**src/rtl/mem_arbiter.sv**
```systemverilog
// mem_arbiter: round-robin arbiter sharing one word memory between an I-cache block refill and a D-cache word access
module mem_arbiter #(
  parameter int BLOCK_ADDR_W = 6,
  parameter int WORD_W = 32,
  parameter int IBLOCK_WORDS = 4
) (
  input  logic                           CLK,
  input  logic                           RESET,
  input  logic                           INST_MEM_READ,
  input  logic [BLOCK_ADDR_W-1:0]        INST_MEM_ADDRESS,
  output logic [IBLOCK_WORDS*WORD_W-1:0] INST_MEM_DATA,
  output logic                           INST_MEM_BUSYWAIT,
  input  logic                           DATA_MEM_READ,
  input  logic                           DATA_MEM_WRITE,
  input  logic [BLOCK_ADDR_W-1:0]        DATA_MEM_ADDRESS,
  input  logic [WORD_W-1:0]              DATA_MEM_WRITEDATA,
  output logic [WORD_W-1:0]              DATA_MEM_READDATA,
  output logic                           DATA_MEM_BUSYWAIT,
  output logic                           MEM_READ,
  output logic                           MEM_WRITE,
  output logic [BLOCK_ADDR_W+$clog2(IBLOCK_WORDS):0] MEM_ADDRESS,
  output logic [WORD_W-1:0]              MEM_WRITEDATA,
  input  logic [WORD_W-1:0]              MEM_READDATA,
  input  logic                           MEM_BUSYWAIT
);
  localparam int BW = $clog2(IBLOCK_WORDS);
  typedef enum logic [2:0] {IDLE, IBEAT, DBEAT, IDONE, DDONE} state_t;
  state_t state, state_n;
  logic [BW-1:0] beat;
  logic waiting, last_inst, dreq, dwr, in_beat, done, strobe, grant_d, grant_i;
  assign dreq = DATA_MEM_READ | DATA_MEM_WRITE;
  assign dwr = DATA_MEM_WRITE;
  assign in_beat = state == IBEAT || state == DBEAT;
  assign done = in_beat & waiting & ~MEM_BUSYWAIT;
  assign strobe = in_beat & ~done;
  assign grant_d = state == IDLE && !MEM_BUSYWAIT && dreq && (!INST_MEM_READ || last_inst);
  assign grant_i = state == IDLE && !MEM_BUSYWAIT && INST_MEM_READ && !grant_d;
  assign INST_MEM_BUSYWAIT = INST_MEM_READ & (state != IDONE);
  assign DATA_MEM_BUSYWAIT = dreq & (state != DDONE);
  assign MEM_READ = strobe & (state == IBEAT | ~dwr);
  assign MEM_WRITE = strobe & (state == DBEAT) & dwr;
  assign MEM_ADDRESS = state == IBEAT ? {1'b1, INST_MEM_ADDRESS, beat} : {1'b0, {BW{1'b0}}, DATA_MEM_ADDRESS};
  assign MEM_WRITEDATA = DATA_MEM_WRITEDATA;
  always_comb begin
    state_n = state;
    state_n = grant_d ? DBEAT :
              grant_i ? IBEAT :
              (state == IDONE || state == DDONE) ? IDLE :
              (done && state == DBEAT) ? DDONE :
              (done && beat == BW'(IBLOCK_WORDS - 1)) ? IDONE : state;
  end
  always_ff @(posedge CLK) begin
    if (RESET) begin
      state <= IDLE;
      beat <= '0;
      waiting <= 1'b0;
      last_inst <= 1'b1;
      INST_MEM_DATA <= '0;
      DATA_MEM_READDATA <= '0;
    end else begin
      state <= state_n;
      waiting <= strobe;
      if (grant_d || grant_i) last_inst <= grant_i;
      if (done && state == IBEAT) begin
        INST_MEM_DATA[beat*WORD_W +: WORD_W] <= MEM_READDATA;
        beat <= beat + 1'b1;
      end
      if (done && state == DBEAT && !dwr) DATA_MEM_READDATA <= MEM_READDATA;
    end
  end
endmodule

```
**config.mk**
```make
export PLATFORM = sky130hd
export DESIGN_NAME = mem_arbiter
export DESIGN_NICKNAME = d
export VERILOG_FILES = /design/src/rtl/mem_arbiter.sv
export SDC_FILE = /design/constraint.sdc
export NUM_CORES = 1
export LEC_CHECK = 0
export ABC_AREA = 1
export CORE_MARGIN = 2
export CORE_UTILIZATION = 43
export CTS_BUF_LIST = sky130_fd_sc_hd__clkbuf_16
export CTS_CLUSTER_SIZE = 28
export DETAILED_ROUTE_END_ITERATION = 10
export PLACE_DENSITY_LB_ADDON = 0.15
export SYNTH_ARGS = -nofsm -noshare
export SYNTH_HDL_FRONTEND = slang
export SYNTH_SLANG_ARGS = --single-unit
```
**constraint.sdc**
```tcl
create_clock -name CLK -period 2.1 [get_ports CLK]
set_input_delay 0.315 -clock CLK [delete_from_list [all_inputs] [get_ports CLK]]
set_output_delay 0.315 -clock CLK [all_outputs]
set_load 0.03 [all_outputs]
```
Yosys cells after proc, flatten, opt, wreduce, memory -nomap -nowiden. Cells that the tools add are included. Widths: inputs -> output; s select.

Register bits after elaboration: 167. Input port bits: 82. Output and inout port bits: 205. Word-level logic and storage cells: 62.

$add $sub $neg: 2. Equal/unequal tests: 7. Shifts and indexed selects: 2. Mux-type cells: 7. Bitwise operators: 13. Reductions and logical operators: 23.

Operators with widths (number): $bwmux 128 (1); $shift 32x34->128 const A (1); $shiftx 32x34->128 (1); $neg 7->34 (1); $logic_and 1x1->1 (9); $mux 9 (1); $and 1x1->1 (8); $eq 3x2->1 const B (2); $mux 2 (3); $mux 3 (2); $reduce_bool 5->1 (1); $logic_not 1->1 (4); $logic_or 1x1->1 (4); $reduce_bool 4->1 (1); $reduce_or 4->1 (1); $eq 3x1->1 const B (1); $eq 3x3->1 const B (1); $logic_not 3->1 (1); $ne 3x2->1 const B (1); $ne 3x3->1 const B (1); $not 1->1 (3); $add 2x1->2 const B (1); $eq 2x2->1 const B (1); $or 1x1->1 (2); 2 further kinds (2).

Depth between registers and ports, before layout. Gate-level depths: netlist of the first run.

Depth in word-level cells: 10. Gate-level depth with buffers: 9. Depth with buffers taken out: 8.

Least setup slack after synthesis of the first run. OpenSTA, ideal clock, no wires.

Path kind: reg-to-reg. Start: register beat[0]. End: register INST_MEM_DATA[76]. Library setup time: 0.070 ns. Arrival: 1.788 ns. Required time: 2.030 ns. Slack: 0.241 ns. Cell stages (with the launch flop): 9. Path buffers: 2. Period minus slack after synthesis: 1.859 ns. Path through: dfxtp_1 -> buf_2 -> inv_1 -> ha_1 -> nand2_1 -> nor2_1 -> clkbuf_1 -> nand4_1 -> a21oi_1.

Longest elaborated chain between the ends: 3. Elaborated cells between the ends (all ways): 4. Those cells by class: add/sub (1); shift (2); mux (1).

Ends and longest elaborated chain: from (decl) (RTL line 29) `logic [BW-1:0] beat;`; from (signal assigned) (RTL line 66) `beat <= beat + 1'b1;`; $neg 7->34 * (RTL line 65) `INST_MEM_DATA[beat*WORD_W +: WORD_W] <= MEM_READDATA;`; $shiftx 32x34->128 / $shift 32x34->128 (equally long branches) (RTL line 65); $bwmux 128 * (RTL line 65); to (signal assigned) (RTL line 58) `INST_MEM_DATA <= '0;`; to (signal, indexed assignment) (RTL line 65); to (decl) (RTL line 11) `output logic [IBLOCK_WORDS*WORD_W-1:0] INST_MEM_DATA,`.

Mark *: on every way between the ends. The rest lies on a longest branch, timed or not. A chain may end at the register's enable or synchronous reset.

Worst setup path after layout of the first run.
Start: register state[2]. End: output MEM_READ.

Longest elaborated chain between the ends: 7. Elaborated cells between the ends (all ways): 9. Those cells by class: eq/ne (2); bitwise (6); reduce/logical (1).

Ends and longest elaborated chain: from (decl) (RTL line 28) `state_t state, state_n;`; from (signal assigned) (RTL line 61) `state <= state_n;`; $eq 3x1->1 / $eq 3x2->1 (equally long branches) (RTL line 33, 40); $logic_or 1x1->1 (RTL line 33) `assign in_beat = state == IBEAT || state == DBEAT;`; $and 1x1->1 (2 in a row) (RTL line 34) `assign done = in_beat & waiting & ~MEM_BUSYWAIT;`; $not 1->1 (RTL line 35) `assign strobe = in_beat & ~done;`; $and 1x1->1 (RTL line 35); $and 1x1->1 * (RTL line 40) `assign MEM_READ = strobe & (state == IBEAT | ~dwr);`; to (decl) (RTL line 19) `output logic MEM_READ,`.

Marked as above.

==> metrics.md, run 1 <==
| Metric | Value |
|---|---|
| Status | `complete, no violations` |
| Via count | `7186` |
| GR peak layer | `met2` |
| Clk_skew | `0.007167 ns` |
| Clk Latency, worst-skew pair | `0.43 ns` |
| CP bufs+invs | `3` |
| Placed Cells incl. Taps | `1318` |
| Met2 Use GR | `41.03%` |
| Final Power | `6.993 mW` |
| DIE WIDTH | `132.1 um` |
| Vias in the first global route | `6663` |
| Slew Viols, Final | `0` |
| Max-slew headroom | `72.39%` |
| TritonCTS clock tree | `done` |
| Cell variety after synth | `20` |
| Setup Buffers After CTS | `0` |
| Primary FF master, synth | `dfxtp_1` |
| Tot GR Track Use | `26.69%` |
| Data required, critical path | `1.78 ns` |
| Die H | `132.1 um` |
| Crit path max fanout | `10` |
| Maximum clock path buffer count | `2` |
| Post-synth ARST share | `0%` |
| Post-Route WL | `23810 um` |
| Number of clock sinks | `167` |
| Worst Hold Class | `input port to flop` |
| Combinational share of power | `6.6%` |
| Post-Layout Cell Count | `1350` |
| Hold Worst Slack | `0.3103 ns` |
| Critical Path AT | `1.69 ns` |
| Clock root buffer | `clkbuf_16` |
| Area share of the largest cell type after synthesis | `47.37%` |
| WL per Instance | `17.63 um` |
| # fillers | `1483` |
| Syn_nets | `1043` |
| Port Buffers | `222` |
| Ys Warns | `0` |
| Multi-input logic area | `3018 sq um` |
| Worst-path cell chain | `inv_2, nand3_4, buf_4, nand2_1, nand2_1, a21oi_1, buf_4` |
| Post-DR vias/cell | `5.323` |
| N_diodes | `0` |
| Worst reg2reg setup slack | `0.33 ns` |
| Final count of hold timing violations | `0` |
| Seq pwr share | `45.7%` |
| Pwr Density | `706.0 nW/um^2` |
| Cell count after synthesis | `955` |
| Number of synthesized register bits | `167` |
| Antenna violations before repair | `1` |
| Area of the core | `15940 sq um` |
| Drt drc | `0` |
| Critical path type | `flop to output port` |
| Synth Cell Area | `7058 sq um` |
| P_sw | `1.648 mW` |
| Slowest library cell on the worst path | `dfxtp_2` |
| Cell-internal power | `5.345 mW` |
| Top post-synthesis cells by area | `dfxtp_1 47%, nand2_1 14%, a21oi_1 12%` |
| FF+latch area | `3346 sq um` |
| Maximum vdd drop | `0.5417 mV` |
| Clock share of power | `47.7%` |
| Tmin final | `2.000 ns` |
| Measured slew at the worst slew-check pin | `0.4142 ns` |
| Sw Share | `23.56%` |
| Seq/Total Area, Yosys | `47.37%` |
| Initial DRC count | `601` |
| H-tree Lvls | `4` |
| Number of synthesized flops with an enable pin | `0` |
| Mean Syn Cell Area | `7.391 sq um` |
| Leakage | `3.287 nW` |
| GP Congestion | `0.9572` |
| IO Pins | `287` |
| Unrepaired setup endpoints after global routing | `false` |
| Aggregate global routing overflow | `0` |
| Top-count cell post-synth | `nand2_1` |
| Initial core utilization | `44.27%` |
| Drt first pass iters | `7` |
| Largest stage delay, worst path | `0.36 ns` |
| # hold bufs at CTS | `0` |
| Clock slew at reported path FFs | `0.07 ns` |
| Grt met1 use | `36.20%` |
| Met3 Track Usage GR | `8.074%` |
| Synthesis-to-layout area growth | `40.33%` |
| TritonCTS buffer count | `17` |
| Cell taking the most area after synthesis | `dfxtp_1` |
| Dpl hpwl | `16430 um` |
| Row count | `46` |
| Die area | `17450 sq um` |
| Layout cell share with drive strength beyond 1 | `8.289%` |
| First-pass GRT wire length | `37150 um` |
| Routed Antenna Nets | `0` |
| Crit start category | `flop` |
| Setup violators final | `0` |
| Fmax | `499.9 MHz` |
| Delay-heaviest family, CP | `buffers and inverters` |
| Top cells by instance count after synthesis | `255 x nand2_1, 168 x a21oi_1, 167 x dfxtp_1` |
| Maxcap violations | `0` |
| Total Nets Final | `1209` |
| Final worst-path cycle share | `95.25%` |
| Critical Path Sink Type | `output port` |
| Largest net degree at the start of global routing | `69` |
[flip-flops by register name (all words and copies together) (netlist names)]
name / cells
waiting: 1
last_inst: 1
beat: 2
state: 3
DATA_MEM_READDATA: 32
INST_MEM_DATA: 128
[metal layers]
layer,share of wire [%],vias up
met2,45,304
met4,2.0,0
met1,45,3358
li1,-,3484
met3,8.1,40
met5,0,-
[cell usage in the layout, fill, tap and decap left out, types with 3 or more instances in the layout]
cell type	n
nand2_1	255
clkdlybuf4s50_1	208
a21oi_1	168
dfxtp_1	165
nor2_1	76
nand3_1	68
nand4_1	65
buf_4	34
clkbuf_16	17
inv_1	16
buf_12	8
ha_1	6
o21ai_0	5
clkbuf_2	5
dlygate4sd2_1	5
inv_2	4
nand2_2	4
bufinv_16	4
nor2_2	3
clkinvlp_4	3
inv_6	3
[kinds of logic after synthesis]
logic type | count (synthesis) | synth area share (%)
compound gates | 173 | 12.27
flops | 167 | 47.37
simple gates | 475 | 29.18
buf+inv | 134 | 10.12
fa+ha+maj | 6 | 1.064
[worst reg2reg max path, delay by kind of cell (launching register included)]
kind	cells	cell delay [ns]
compound gates	1	0.13
buf+inv	4	0.57
flops	1	0.36
simple gates	4	0.64
[cell type report]
class	instances	area share, %
Sequential cell	167	33.78
Timing Repair Buffer	260	25.91
Tap cell	216	2.729
Clock buffer	17	4.295
Multi-Input combinational cell	654	30.47
Inverter	21	0.7959
Clock inverter	15	2.021
[repair_timing]
action	4_1_cts	5_1_grt
setup endpoints to repair	11	6
gates resized for setup	15	11
cloned	0	0
[final timing paths]
kind / startpoint / to / cells after the start
worst max register to register: state[2] / INST_MEM_DATA[36] / 9
worst min register to register: INST_MEM_DATA[127] / INST_MEM_DATA[127] / 2
worst max-delay path: state[2] / MEM_READ / 7
worst min-delay path: RESET / waiting / 2
[power groups by stage]
stage | registers, mW | logic, mW | clock network (mW)
after CTS | 3.19 | 0.461 | 3.36
after floorplan | 3.28 | 0.306 | 0
after detailed placement | 3.27 | 0.467 | 0
after global routing | 3.20 | 0.490 | 3.51
final | 3.20 | 0.463 | 3.33
after global placement | 3.27 | 0.466 | 0
[through the flow]
stage	cell area (sq um)	setup WS, ns	setup TNS (ns)	util, %
6_report	9905	0.09966	0	62.13
5_1_grt	9905	0.002345	0	62.13
4_1_cts	9923	0.04098	0	62.24
3_5_place_dp	9298	-0.001152	-0.001152	58.32
3_3_place_gp	9298	0.1037	0	58.32
2_1_floorplan	7058	0.2414	0	-
(Power assumes the default switching activity.)
==> inputs of run 2 (changes only) <==
CAP_MARGIN = 20   (was default)
==> results of run 2 <==
No change in the layout: final DEF, timing and power equal those of run 1.
